## config.mk

```make
export PLATFORM = sky130hd
export DESIGN_NAME = acorn_finalize_par
export DESIGN_NICKNAME = d
export VERILOG_FILES = /design/src/rtl/acorn_finalize_par.sv
export SDC_FILE = /design/constraint.sdc
export NUM_CORES = 1
export LEC_CHECK = 0
export ABC_AREA = 1
export BUFFER_PORTS_ARGS = -buffer_cell sky130_fd_sc_hd__buf_2
export CORE_AREA = 4 4 276 278
export CTS_CLUSTER_DIAMETER = 30
export CTS_CLUSTER_SIZE = 40
export DETAILED_ROUTE_END_ITERATION = 7
export DIE_AREA = 0 0 280 282
export GPL_TIMING_DRIVEN = 0
export PLACE_DENSITY = 0.49
export SLEW_MARGIN = 20
export SYNTH_ARGS = -nofsm -noshare
export SYNTH_HDL_FRONTEND = slang
export SYNTH_SLANG_ARGS = --single-unit
```

## constraint.sdc

```tcl
create_clock -name clk -period 16 [get_ports clk]
set_input_delay 0.8 -clock clk [delete_from_list [all_inputs] [get_ports clk]]
set_output_delay 0.8 -clock clk [all_outputs]
set_load 0.1 [all_outputs]
```

## src/rtl/acorn_finalize_par.sv

```systemverilog
// ACORN-128 finalization engine: 768 StateUpdate128 steps (m=0, ca=1, cb=1), STEPS_PER_CYCLE per clock,
// last TAG_BITS keystream bits kept as the tag. Optional tag compare under `ACORN_FIN_TAG_CMP_EN.
module acorn_finalize_par #(
  parameter int STEPS_PER_CYCLE = 1,
  parameter int TAG_BITS        = 128
) (
  input  logic                clk,
  input  logic                rst,
  input  logic                start,
  input  logic                abort,
  input  logic [292:0]        state_in,
`ifdef ACORN_FIN_TAG_CMP_EN
  input  logic [TAG_BITS-1:0] expected_tag,
  output logic                tag_ok,
`endif
  output logic                busy,
  output logic                done,
  output logic                tag_valid,
  output logic [TAG_BITS-1:0] tag,
  output logic [292:0]        state_out
);

  localparam int NUM_STEPS  = 768;
  localparam int TAG_START  = NUM_STEPS - TAG_BITS;
  localparam int TAG_GROUPS = TAG_BITS / STEPS_PER_CYCLE;
  localparam logic [9:0] LAST_CNT = 10'(NUM_STEPS - STEPS_PER_CYCLE);
  localparam logic [9:0] CNT_INC  = 10'(STEPS_PER_CYCLE);

  typedef enum logic [1:0] {IDLE, RUN, DONE} fsm_t;

  fsm_t                fsm_q, fsm_d;
  logic [292:0]        state_q, state_d;
  logic [9:0]          cnt_q, cnt_d;
  logic [TAG_BITS-1:0] tag_q, tag_d;
  logic                tag_valid_q, tag_valid_d;
  logic                done_q, done_d;
  logic                last_grp;

  function automatic logic maj(input logic x, input logic y, input logic z);
    return (x & y) ^ (x & z) ^ (y & z);
  endfunction

  function automatic logic ch(input logic x, input logic y, input logic z);
    return (x & y) ^ (~x & z);
  endfunction

  // One StateUpdate128 step; returns {keystream bit, next state}.
  function automatic logic [293:0] acorn_step(input logic [292:0] s_in);
    logic [292:0] s;
    logic         ks;
    logic         fb;
    s      = s_in;
    s[289] = s[289] ^ s[235] ^ s[230];
    s[230] = s[230] ^ s[196] ^ s[193];
    s[193] = s[193] ^ s[160] ^ s[154];
    s[154] = s[154] ^ s[111] ^ s[107];
    s[107] = s[107] ^ s[66]  ^ s[61];
    s[61]  = s[61]  ^ s[23]  ^ s[0];
    ks = s[12] ^ s[154] ^ maj(s[235], s[61], s[193]) ^ ch(s[230], s[111], s[66]);
    fb = s[0] ^ ~s[107] ^ maj(s[244], s[23], s[160]) ^ s[196] ^ ks;
    return {ks, fb, s[292:1]};
  endfunction

  logic [292:0]               chain [STEPS_PER_CYCLE+1];
  logic [STEPS_PER_CYCLE-1:0] ks_vec;

  assign chain[0] = state_q;

  generate
    for (genvar gi = 0; gi < STEPS_PER_CYCLE; gi++) begin : g_step
      assign {ks_vec[gi], chain[gi+1]} = acorn_step(chain[gi]);
    end
  endgenerate

`ifdef ACORN_FIN_TAG_CMP_EN
  logic [TAG_BITS-1:0] expected_q, expected_d;
  logic                tag_ok_q, tag_ok_d;
`endif

  always_comb begin
    fsm_d       = fsm_q;
    state_d     = state_q;
    cnt_d       = cnt_q;
    tag_d       = tag_q;
    tag_valid_d = tag_valid_q;
    done_d      = 1'b0;
    last_grp    = (cnt_q == LAST_CNT);
`ifdef ACORN_FIN_TAG_CMP_EN
    expected_d  = expected_q;
    tag_ok_d    = tag_ok_q;
`endif
    // Abort overrides everything and freezes the partial state/tag.
    if (abort) begin
      fsm_d       = IDLE;
      tag_valid_d = 1'b0;
`ifdef ACORN_FIN_TAG_CMP_EN
      tag_ok_d    = 1'b0;
`endif
    end else begin
      case (fsm_q)
        IDLE: begin
          if (start) begin
            state_d     = state_in;
            cnt_d       = '0;
            tag_d       = '0;
            tag_valid_d = 1'b0;
            fsm_d       = RUN;
`ifdef ACORN_FIN_TAG_CMP_EN
            expected_d  = expected_tag;
            tag_ok_d    = 1'b0;
`endif
          end
        end
        RUN: begin
          state_d = chain[STEPS_PER_CYCLE];
          cnt_d   = cnt_q + CNT_INC;
          // Groups are aligned to the tag window, so each group owns one slice.
          for (int g = 0; g < TAG_GROUPS; g++) begin
            if (cnt_q == 10'(TAG_START + g * STEPS_PER_CYCLE))
              tag_d[g*STEPS_PER_CYCLE +: STEPS_PER_CYCLE] = ks_vec;
          end
          if (last_grp) begin
            fsm_d       = DONE;
            done_d      = 1'b1;
            tag_valid_d = 1'b1;
`ifdef ACORN_FIN_TAG_CMP_EN
            tag_ok_d    = ~|(tag_d ^ expected_q);
`endif
          end
        end
        DONE:    fsm_d = IDLE;
        default: fsm_d = IDLE;
      endcase
    end
  end

  always_ff @(posedge clk or posedge rst) begin
    if (rst) begin
      fsm_q       <= IDLE;
      state_q     <= '0;
      cnt_q       <= '0;
      tag_q       <= '0;
      tag_valid_q <= 1'b0;
      done_q      <= 1'b0;
    end else begin
      fsm_q       <= fsm_d;
      state_q     <= state_d;
      cnt_q       <= cnt_d;
      tag_q       <= tag_d;
      tag_valid_q <= tag_valid_d;
      done_q      <= done_d;
    end
  end

`ifdef ACORN_FIN_TAG_CMP_EN
  always_ff @(posedge clk or posedge rst) begin
    if (rst) begin
      expected_q <= '0;
      tag_ok_q   <= 1'b0;
    end else begin
      expected_q <= expected_d;
      tag_ok_q   <= tag_ok_d;
    end
  end

  assign tag_ok = tag_ok_q;
`endif

  assign busy      = (fsm_q == RUN);
  assign done      = done_q;
  assign tag_valid = tag_valid_q;
  assign tag       = tag_q;
  assign state_out = state_q;

endmodule
```

==> results by group <==
Place
  • Post-DP HPWL: 73.0 mm
  • RePlAce Congestion: 0.877
  • Placement Setup Slack: 12.55 ns
  • Placed insts: 4198
  • Port-buffer cells: 720

STA
  • Worst Skew: 0.0561 ns
  • Tmin final: 4.12 ns
  • Hold Fails Final Rpt: 0
  • Setup_tns: 0 ns
  • Worst-margin pin slew: 1.28 ns
  • Max-slew violation count: 0
  • RSZ-0062 raised after global routing: false
  • Slew HR: 0.145
  • Final setup margin: 11.88 ns
  • Setup violators final: 0
  • Period Utilization, post-route: 0.257
  • F_max: 243 MHz

Synthesis
  • Ys flop type: dfrtp_1
  • Mean post-synth cell area: 8.08 um2
  • Yosys warnings: 0
  • Synth cell types: 30
  • Synth top area cells: dfrtp_1 54%, a21oi_1 20%, nand2_1 8.8%
  • Post-Syn Nets: 2805
  • Post-synth top area cell: dfrtp_1
  • Yosys top cell area share: 0.538
  • Flops & latches, synth: 435
  • EDFF count, synth: 0
  • Netlist Area Pre-Place: 20200 um2
  • Asr flop ratio synth: 1.00
  • Sequential share of the synthesized area: 0.538
  • Cells after Synth: 2504
  • Most frequent cell after synthesis: a21oi_1
  • Commonest cells post-synth: 789 x a21oi_1, 476 x nand2_1, 439 x nor2_1

Global routing
  • Largest net degree at the start of global routing: just under 100
  • GRT Util Overall: 0.236
  • GR Layer Usage met1: 0.287
  • Initial antenna violation count: 37
  • Gr busiest metal: met2
  • Grt ovf: 0
  • Vias in the first global route: about 21000
  • First-pass GRT wire length: 139 mm
  • GR Util met2: 0.390
  • Met3 usage: 0.0774

Clocking
  • CTS buffer count: 131
  • Root buffer cell: clkbuf_16
  • Setup Fix Bufs, Post-CTS: 0
  • CTS H-tree depth: 4
  • Cts hold-fix bufs: 0
  • Clk Latency, worst-skew pair: 0.71 ns
  • Post-CTS sizing: 0
  • Clk sinks: 435
  • Maximum root-to-sink buffer count: 3
  • Clk slew on worst S/H paths: 0.04 ns
  • CTS tree: yes

Drt
  • Drt drc: 0
  • Post-Route WL: 97.1 mm
  • Via count: 21400
  • Post-route ant nets: 0
  • Wirelength per Cell: ~22 um
  • Pre-antenna DRT Iters: 5
  • Initial drt markers: 1559
  • Vias per inst: 4.81

Die
  • Core footprint: 73900 um2
  • Die height: 282 um
  • Standard-cell row count: 100
  • Initial Utilization: 0.274
  • Die Width: 280 um
  • I/O pins: around 720
  • Die area: 79000 um2

Worst setup path
  • Worst EP arrival: 3.32 ns
  • Worst Setup Path Type: reg -> out
  • Largest stage delay on the critical path: 0.69 ns
  • CP Cell Sequence: inv_2 -> nor2_4 -> clkbuf_1 -> clkbuf_1 -> buf_2
  • Crit start category: register
  • Setup crit end kind: output pin
  • Crit path buffers/inverters: 4
  • Delay-heaviest family, CP: buffers and inverters
  • Critical Path RT: 15.20 ns
  • Crit-path max FO: 10
  • Critical Path Slowest Stage Cell: clkbuf_1
  • Cell mode on critical path: clkbuf_1

Layout
  • Layout cell share with drive strength beyond 1: 0.301
  • Non-Filler Instances: 4454
  • Final core occ: 0.403
  • Fillers: 7645
  • Layout area overhead: 47.3%
  • Fin nets: roughly 3700

Run
  • Max-cap check violation count: 0

Run status
  • Status: finished clean

Min path
  • Hold Crit Class: in -> async
## metrics by stage
stage | hold WS, ns | cell area [um2]
floorplan | 0.434 | 20200
global placement | 0.458 | 25000
detailed placement | 0.458 | 25200
CTS | 0.0990 | 29700
global route | 0.116 | 29800
finish | 0.126 | 29800
## metal layers
layer / vias up / wire length (um)
met2: 813 / 46700
met5: - / 161
li1: 10100 / -
met4: 28 / 3410
met3: 208 / 7790
met1: 10200 / 39100
## kinds of logic (layout without fill, tap and decap cells)
kind of cell,Yosys count,after routing,share of synthesized area
and+or+nand+nor,956,956,0.184
AOI/OAI and AO/OA,862,862,0.222
DFF,435,435,0.538
buffers and inverters,241,1202,0.0510
xor gates and xnor gates,6,6,0.00260
adders and majority gates,4,4,0.00247
other,0,20,0
## final timing paths
path	startpoint	to	slack (ns)	cells past startpoint
min in group clk	abort	fsm_q[0]	0.35	2
worst max-delay path	fsm_q[0]	busy	11.88	5
worst min-delay path	rst	tag[76]	0.13	2
worst min register to register	cnt_q[9]	cnt_q[9]	0.47	1
worst max register to register	fsm_q[0]	state_out[33]	13.30	5
max in group asynchronous	rst	state_out[159]	14.66	4
## cell usage in the layout, fill, tap and decap left out, types with 5 or more instances in the layout
cell	synthesis	final
clkbuf_8	0	22
buf_2	14	734
nor2_2	2	5
inv_1	43	42
dfrtp_1	435	435
buf_6	13	13
a22oi_1	13	13
nor3_2	7	7
nand2_1	476	476
nor2_1	439	436
o21ai_0	14	14
a21oi_2	36	36
inv_2	17	17
inv_16	0	6
nand3_1	23	23
a31oi_1	7	7
clkbuf_1	125	145
buf_1	25	25
clkinv_2	0	33
a21oi_1	789	789
bufinv_16	0	11
clkinv_16	0	8
clkbuf_16	0	131
diode_2	0	20
buf_16	0	5
## worst register-to-register path: stages (launching register included)
cell,delay [ns]
dfrtp_1,0.43
o21ai_1,0.73
clkbuf_1,0.76
buf_1,0.44
a21oi_1,0.11
a21oi_1,0.15
## state kept, by name, summed over array words and instances, names as in the netlist
register / count
tag_valid: 1
done: 1
cnt_q: 10
state_out: 293
fsm_q: 2
tag: 128
## area by class of cell
class                   count  area [um2]  share of cell area
clock inverters            63         895              0.0300
flip-flops and latches    435       10900               0.365
well taps                 969        1210              0.0407
clock buffers             173        3660               0.123
diodes                     20        50.0             0.00168
inverters                  61         236             0.00794
plain buffers             180         802              0.0269
multi-input cells        1828        8320               0.279
repair buffers            725        3740               0.126
Power is left out: the tool's default activity adds up to more than one toggle a clock period on the data nets, which glitch-free logic cannot reach.
